--- config.mk ---
export PLATFORM = sky130hd
export DESIGN_NAME = cpu_run_sequencer_flat
export DESIGN_NICKNAME = d
export VERILOG_FILES = /design/src/rtl/cpu_run_sequencer_if.sv /design/src/rtl/cpu_run_sequencer.sv /design/src/flat_wrapper.sv
export SDC_FILE = /design/constraint.sdc
export NUM_CORES = 1
export LEC_CHECK = 0
export CAP_MARGIN = 20
export CORE_MARGIN = 4
export CORE_UTILIZATION = 43
export DETAILED_ROUTE_END_ITERATION = 12
export GPL_TIMING_DRIVEN = 1
export PLACE_DENSITY = 0.81
export SLEW_MARGIN = 10
export SYNTH_ARGS = -nofsm -noshare
export SYNTH_HDL_FRONTEND = slang
export SYNTH_SLANG_ARGS = --single-unit
--- constraint.sdc ---
create_clock -name clk -period 2.85 [get_ports clk]
set_input_delay 0.285 -clock clk [delete_from_list [all_inputs] [get_ports clk]]
set_output_delay 0.285 -clock clk [all_outputs]
set_load 0.02 [all_outputs]
--- src/rtl/cpu_run_sequencer_if.sv ---
// rtl/cpu_run_sequencer_if.sv - CPU run sequencer control, memory-read and dump-stream bundle
interface cpu_run_sequencer_if #(
  parameter int ADDR_W = 9,
  parameter int DATA_W = 32
);
  logic              start;
  logic              end_program;
  logic              unit_rst;
  logic              ins_en;
  logic              dm_en;
  logic              dm_rd_en;
  logic [ADDR_W-1:0] dm_addr;
  logic [DATA_W-1:0] dm_rdata;
  logic              dump_valid;
  logic              dump_ready;
  logic [ADDR_W-1:0] dump_addr;
  logic [DATA_W-1:0] dump_data;
  logic              busy;
  logic              done;
  logic              timeout;
  logic [31:0]       cycle_count;

  modport master (
    input  start, end_program, dm_rdata, dump_ready,
    output unit_rst, ins_en, dm_en, dm_rd_en, dm_addr,
           dump_valid, dump_addr, dump_data, busy, done, timeout, cycle_count
  );

  modport slave (
    output start, end_program, dm_rdata, dump_ready,
    input  unit_rst, ins_en, dm_en, dm_rd_en, dm_addr,
           dump_valid, dump_addr, dump_data, busy, done, timeout, cycle_count
  );
endinterface

--- src/rtl/cpu_run_sequencer.sv ---
// rtl/cpu_run_sequencer.sv - reset/run/drain/dump sequencer around the pipelined CPU
// Optional RUN-cycle watchdog enabled by defining CPU_RUN_WATCHDOG_EN.
module cpu_run_sequencer #(
  parameter int RST_CYCLES   = 4,
  parameter int DRAIN_CYCLES = 5,
  parameter int DM_WORDS     = 512,
  parameter int ADDR_W       = 9,
  parameter int DATA_W       = 32,
  parameter int MAX_CYCLES   = 100000
) (
  input  logic                 clk,
  input  logic                 rst,
  cpu_run_sequencer_if.master  bus
);

  typedef enum logic [2:0] {
    S_IDLE, S_RESET, S_RUN, S_DRAIN, S_DUMP_RD, S_DUMP_WAIT, S_DUMP_OUT, S_DONE
  } state_t;

  localparam int CNT_MAX = (RST_CYCLES > DRAIN_CYCLES) ? RST_CYCLES : DRAIN_CYCLES;
  localparam int CNT_W   = (CNT_MAX > 1) ? $clog2(CNT_MAX) : 1;
  localparam logic [CNT_W-1:0]  RST_LOAD   = CNT_W'(RST_CYCLES - 1);
  localparam logic [CNT_W-1:0]  DRAIN_LOAD = CNT_W'(DRAIN_CYCLES - 1);
  localparam logic [ADDR_W-1:0] LAST_ADDR  = ADDR_W'(DM_WORDS - 1);

  if (RST_CYCLES < 1 || DRAIN_CYCLES < 1 || DM_WORDS < 1 ||
      DM_WORDS > (1 << ADDR_W) || MAX_CYCLES < 1) begin : g_bad_param
    $error("cpu_run_sequencer: parameter out of range");
  end

  state_t            state_q;
  logic [CNT_W-1:0]  cnt_q;
  logic              unit_rst_q;
  logic              ins_en_q;
  logic              dm_en_q;
  logic              dm_rd_en_q;
  logic [ADDR_W-1:0] dm_addr_q;
  logic              dump_valid_q;
  logic [ADDR_W-1:0] dump_addr_q;
  logic [DATA_W-1:0] dump_data_q;
  logic              busy_q;
  logic              done_q;
  logic              timeout_q;
  logic [31:0]       cycle_count_q;
  logic [31:0]       cycle_count_d;
  logic              wd_hit_d;

  always_comb begin
    cycle_count_d = (cycle_count_q == 32'hFFFF_FFFF) ? cycle_count_q : cycle_count_q + 32'd1;
  end

`ifdef CPU_RUN_WATCHDOG_EN
  assign wd_hit_d = (cycle_count_d >= 32'(MAX_CYCLES));
`else
  assign wd_hit_d = 1'b0;
`endif

  always_ff @(posedge clk) begin
    if (rst) begin
      state_q       <= S_IDLE;
      cnt_q         <= '0;
      unit_rst_q    <= 1'b1;
      ins_en_q      <= 1'b0;
      dm_en_q       <= 1'b0;
      dm_rd_en_q    <= 1'b0;
      dm_addr_q     <= '0;
      dump_valid_q  <= 1'b0;
      dump_addr_q   <= '0;
      dump_data_q   <= '0;
      busy_q        <= 1'b0;
      done_q        <= 1'b0;
      timeout_q     <= 1'b0;
      cycle_count_q <= '0;
    end else begin
      case (state_q)
        // DONE keeps the CPU out of reset so its state survives until the next start.
        S_IDLE, S_DONE: begin
          if (bus.start) begin
            state_q       <= S_RESET;
            cnt_q         <= RST_LOAD;
            unit_rst_q    <= 1'b1;
            busy_q        <= 1'b1;
            done_q        <= 1'b0;
            timeout_q     <= 1'b0;
            cycle_count_q <= '0;
            dm_addr_q     <= '0;
          end
        end
        S_RESET: begin
          if (cnt_q == '0) begin
            state_q    <= S_RUN;
            unit_rst_q <= 1'b0;
            ins_en_q   <= 1'b1;
            dm_en_q    <= 1'b1;
          end else begin
            cnt_q <= cnt_q - CNT_W'(1);
          end
        end
        S_RUN: begin
          cycle_count_q <= cycle_count_d;
          if (bus.end_program || wd_hit_d) begin
            state_q  <= S_DRAIN;
            cnt_q    <= DRAIN_LOAD;
            ins_en_q <= 1'b0;
            if (!bus.end_program) timeout_q <= 1'b1;
          end
        end
        S_DRAIN: begin
          if (cnt_q == '0) begin
            state_q    <= S_DUMP_RD;
            dm_rd_en_q <= 1'b1;
            dm_addr_q  <= '0;
          end else begin
            cnt_q <= cnt_q - CNT_W'(1);
          end
        end
        S_DUMP_RD: begin
          dm_rd_en_q <= 1'b0;
          state_q    <= S_DUMP_WAIT;
        end
        S_DUMP_WAIT: begin
          dump_data_q  <= bus.dm_rdata;
          dump_addr_q  <= dm_addr_q;
          dump_valid_q <= 1'b1;
          state_q      <= S_DUMP_OUT;
        end
        S_DUMP_OUT: begin
          if (bus.dump_ready) begin
            dump_valid_q <= 1'b0;
            if (dm_addr_q == LAST_ADDR) begin
              state_q <= S_DONE;
              done_q  <= 1'b1;
              busy_q  <= 1'b0;
              dm_en_q <= 1'b0;
            end else begin
              dm_addr_q  <= dm_addr_q + ADDR_W'(1);
              dm_rd_en_q <= 1'b1;
              state_q    <= S_DUMP_RD;
            end
          end
        end
        default: state_q <= S_IDLE;
      endcase
    end
  end

  assign bus.unit_rst    = unit_rst_q;
  assign bus.ins_en      = ins_en_q;
  assign bus.dm_en       = dm_en_q;
  assign bus.dm_rd_en    = dm_rd_en_q;
  assign bus.dm_addr     = dm_addr_q;
  assign bus.dump_valid  = dump_valid_q;
  assign bus.dump_addr   = dump_addr_q;
  assign bus.dump_data   = dump_data_q;
  assign bus.busy        = busy_q;
  assign bus.done        = done_q;
  assign bus.timeout     = timeout_q;
  assign bus.cycle_count = cycle_count_q;

endmodule

--- src/flat_wrapper.sv ---
// flat-port wrapper written by rule: the top's interface ports become plain ports
module cpu_run_sequencer_flat 
#(
  parameter int RST_CYCLES   = 4,
  parameter int DRAIN_CYCLES = 5,
  parameter int DM_WORDS     = 512,
  parameter int ADDR_W       = 9,
  parameter int DATA_W       = 32,
  parameter int MAX_CYCLES   = 100000
)
  (clk, rst, bus_start, bus_end_program, bus_dm_rdata, bus_dump_ready, bus_unit_rst, bus_ins_en, bus_dm_en, bus_dm_rd_en, bus_dm_addr, bus_dump_valid, bus_dump_addr, bus_dump_data, bus_busy, bus_done, bus_timeout, bus_cycle_count);
  cpu_run_sequencer_if #(.ADDR_W(ADDR_W), .DATA_W(DATA_W)) bus_i ();
  input  logic clk;
  input  logic rst;
  input wire logic [$bits(bus_i.start)-1:0] bus_start;
  input wire logic [$bits(bus_i.end_program)-1:0] bus_end_program;
  input wire logic [$bits(bus_i.dm_rdata)-1:0] bus_dm_rdata;
  input wire logic [$bits(bus_i.dump_ready)-1:0] bus_dump_ready;
  output wire logic [$bits(bus_i.unit_rst)-1:0] bus_unit_rst;
  output wire logic [$bits(bus_i.ins_en)-1:0] bus_ins_en;
  output wire logic [$bits(bus_i.dm_en)-1:0] bus_dm_en;
  output wire logic [$bits(bus_i.dm_rd_en)-1:0] bus_dm_rd_en;
  output wire logic [$bits(bus_i.dm_addr)-1:0] bus_dm_addr;
  output wire logic [$bits(bus_i.dump_valid)-1:0] bus_dump_valid;
  output wire logic [$bits(bus_i.dump_addr)-1:0] bus_dump_addr;
  output wire logic [$bits(bus_i.dump_data)-1:0] bus_dump_data;
  output wire logic [$bits(bus_i.busy)-1:0] bus_busy;
  output wire logic [$bits(bus_i.done)-1:0] bus_done;
  output wire logic [$bits(bus_i.timeout)-1:0] bus_timeout;
  output wire logic [$bits(bus_i.cycle_count)-1:0] bus_cycle_count;
  assign bus_i.start = bus_start;
  assign bus_i.end_program = bus_end_program;
  assign bus_i.dm_rdata = bus_dm_rdata;
  assign bus_i.dump_ready = bus_dump_ready;
  assign bus_unit_rst = bus_i.unit_rst;
  assign bus_ins_en = bus_i.ins_en;
  assign bus_dm_en = bus_i.dm_en;
  assign bus_dm_rd_en = bus_i.dm_rd_en;
  assign bus_dm_addr = bus_i.dm_addr;
  assign bus_dump_valid = bus_i.dump_valid;
  assign bus_dump_addr = bus_i.dump_addr;
  assign bus_dump_data = bus_i.dump_data;
  assign bus_busy = bus_i.busy;
  assign bus_done = bus_i.done;
  assign bus_timeout = bus_i.timeout;
  assign bus_cycle_count = bus_i.cycle_count;
  cpu_run_sequencer #(.RST_CYCLES(RST_CYCLES), .DRAIN_CYCLES(DRAIN_CYCLES), .DM_WORDS(DM_WORDS), .ADDR_W(ADDR_W), .DATA_W(DATA_W), .MAX_CYCLES(MAX_CYCLES)) u_core (.clk(clk), .rst(rst), .bus(bus_i));
endmodule
==> metrics <==
largest net degree at the start of global routing 64; critical path class flop to flop; Clock Path Buffers 2; largest fanout on the critical path 11; ant diodes 0; status complete, no violations; Critical Path AT 2890 ps; DP Worst Slack 120 ps; post-CTS resize count 0; Final Cycle Share 93.3%; RSZ-0062 raised after global routing false; Syn Area/Cell 7.80 um2; number of synthesized flops with an enable pin 0; Post-CTS Setup Inserts 0; initial antenna violation count 0; Final Skew 14.2 ps; Post-Syn Nets 610; width of the die 110 um; Vias/cell 5.78; Max-slew headroom 58.0%; Seq/Total Area, Yosys 42.9%; first-pass GRT wire length 21000 um; Slew Limit Fails 0; Synth async-reset ratio 0%; startpoint types flop; Synth warnings 0; Routed WL 12700 um; hold slack 194 ps; Initial DRT Pass Iterations 7; P per Cell Area 560 nW/um2; R2R Path Start u_core.bus.dm_addr[0]; number of global-route vias before repair 4322; crit end category flop; CTS tree yes; fillcell total 884; M1 GR Usage 27.5%; cells after synthesis 568; CTS H-tree lvls 3; Root Buffer clkbuf_8; LEAKAGE 2.00 nW; hold endpoint u_core.bus.cycle_count[14]; CTS sink cnt 95; # DRC 0; count leader, synth nand2_1; full die area 12000 um2; global route total overflow 0; final hold vios 0; setup TNS 0 ps; share of cells above drive strength 1 7.09%; Worst IR Drop VDD 360 uV; setup ws final 191 ps; post-synth top area share 42.9%; Synth area leaders dfxtp_1, nand2_1, a21oi_1; Port Buffers 125; final setup vio count 0; area grow syn2layout 36.4%; grt met3 use 4.23%; clk slew on worst S/H paths 90 ps; commonest cells in the netlist nand2_1, dfxtp_1, a21oi_1; drt first-iter violations 350; Via Count 4766; worst hold start rst; HP Class input pin to flop; Max Freq 376 MHz; Worst Tran Pin Value 630 ps; synthesized area 4430 um2; Total Power 3.39 mW; ys flop type dfxtp_1; Reg-to-Reg End u_core.bus.dm_addr[4]; fin nets 728; Data required, critical path 3080 ps; Cell Count, Final, Fillers Out 824; Yosys top cell by area dfxtp_1; CTS Buf Count 9; placed cells 808; met2 Use GR 35.9%; Die Span Y 110 um; R2R Setup Slk 190 ps; gr usage total 21.4%; # IOs 127; gpl congestion 0.862; Seq cells post-synth 95; hold path depth 2; fin crit period 2660 ps; Antenna Violating Nets Remaining 0; MaxCap Viol Count 0; Core ar. 9910 um2; busiest grt layer met2; cts hold-fix bufs 0; Initial Utilization 44.7%; post-synth cell types 58; site row count 36; worst skew pair latency 370 ps; Post-DP HPWL 9030 um; Reg2Reg Depth 10; WL per Instance 15.4 um
-- worst max-delay path by stage --
stage	startpoint	to	slack [ps]	cells past startpoint
floorplan	u_core.bus.dm_addr[0]	u_core.bus.dm_addr[6]	110	11
global placement	u_core.bus.dm_addr[0]	u_core.bus.dm_addr[5]	240	10
detailed placement	u_core.bus.dm_addr[0]	u_core.bus.dm_addr[4]	120	10
CTS	u_core.bus.dm_addr[0]	u_core.bus.dm_addr[2]	80	10
global route	u_core.bus.dm_addr[0]	u_core.bus.dm_addr[4]	40	10
finish	u_core.bus.dm_addr[0]	u_core.bus.dm_addr[4]	190	10
-- critical path, cell delays in order (launching register included) --
cell     delay (ps)
dfxtp_1         330
ha_1            230
and3_1          210
and3_1          210
and3_1          200
ha_1            190
or3b_2          430
a21oi_1         160
o22a_2          290
o311a_1         220
nor3_1           60
-- per-stage QoR --
stage               utilization, %  instance area (um2)
floorplan                        -                 4430
global placement              59.0                 5840
detailed placement            59.0                 5840
CTS                           61.0                 6050
global route                  61.0                 6050
finish                        61.0                 6050
-- power by group --
part | switching [mW] | internal [mW] | total (mW)
sequential | 0.104 | 1.40 | 1.51
combinational | 0.575 | 0.393 | 0.968
clock | 0.496 | 0.416 | 0.912
-- layer usage --
metal	routed length, um	part of all wire (%)
met3	795	6.3
met4	272	2.1
met2	6340	50
met5	0	0
met1	5290	42
-- kinds of logic (layout without fill, tap and decap cells) --
logic type	Yosys count	count (layout)	synth area share (%)
AOI/OAI and AO/OA	166	166	23.7
buffers and inverters	49	172	4.26
and+or+nand+nor	250	250	27.1
other	1	1	0.0846
muxes	2	2	0.508
adders and majority gates	5	5	1.41
DFF	95	95	42.9
-- registers in the layout (all words and copies together) (netlist names), 3 cells and up --
| register | cells |
|---|---|
| u_core.bus.dm_addr | 9 |
| u_core.bus.dump_data | 32 |
| u_core.state_q | 3 |
| u_core.bus.dump_addr | 9 |
| u_core.cnt_q | 3 |
| u_core.bus.cycle_count | 32 |
-- layout make-up --
type                            count  area (um2)  area share, %
Clock buffer                        9         124           2.05
Multi-Input combinational cell    424        2350           38.9
Sequential cell                    95        1900           31.4
Timing Repair Buffer              142        1370           22.7
Inverter                           14        52.6          0.869
Tap cell                          133         166           2.75
Clock inverter                      7        78.8           1.30
-- cells in the final DEF, fill, tap and decap left out, drive strengths merged, types with 3 or more instances in the layout --
cell type,count
and3,8
nand4,11
ha,5
or3,4
nand2b,5
and2,3
o21ai,22
nor4,5
a31oi,16
o221ai,3
nor2,25
a211oi,4
o311a,5
nand3,29
o31ai,3
nor4b,3
a21oi,69
a32oi,3
nor3,16
nand2,121
or4,10
dfxtp,95
a311oi,5
clkdlybuf4s50,124
o22ai,3
o211ai,12
buf,18
clkbuf,9
inv,16
No activity file was read; power rests on OpenSTA's default activity.
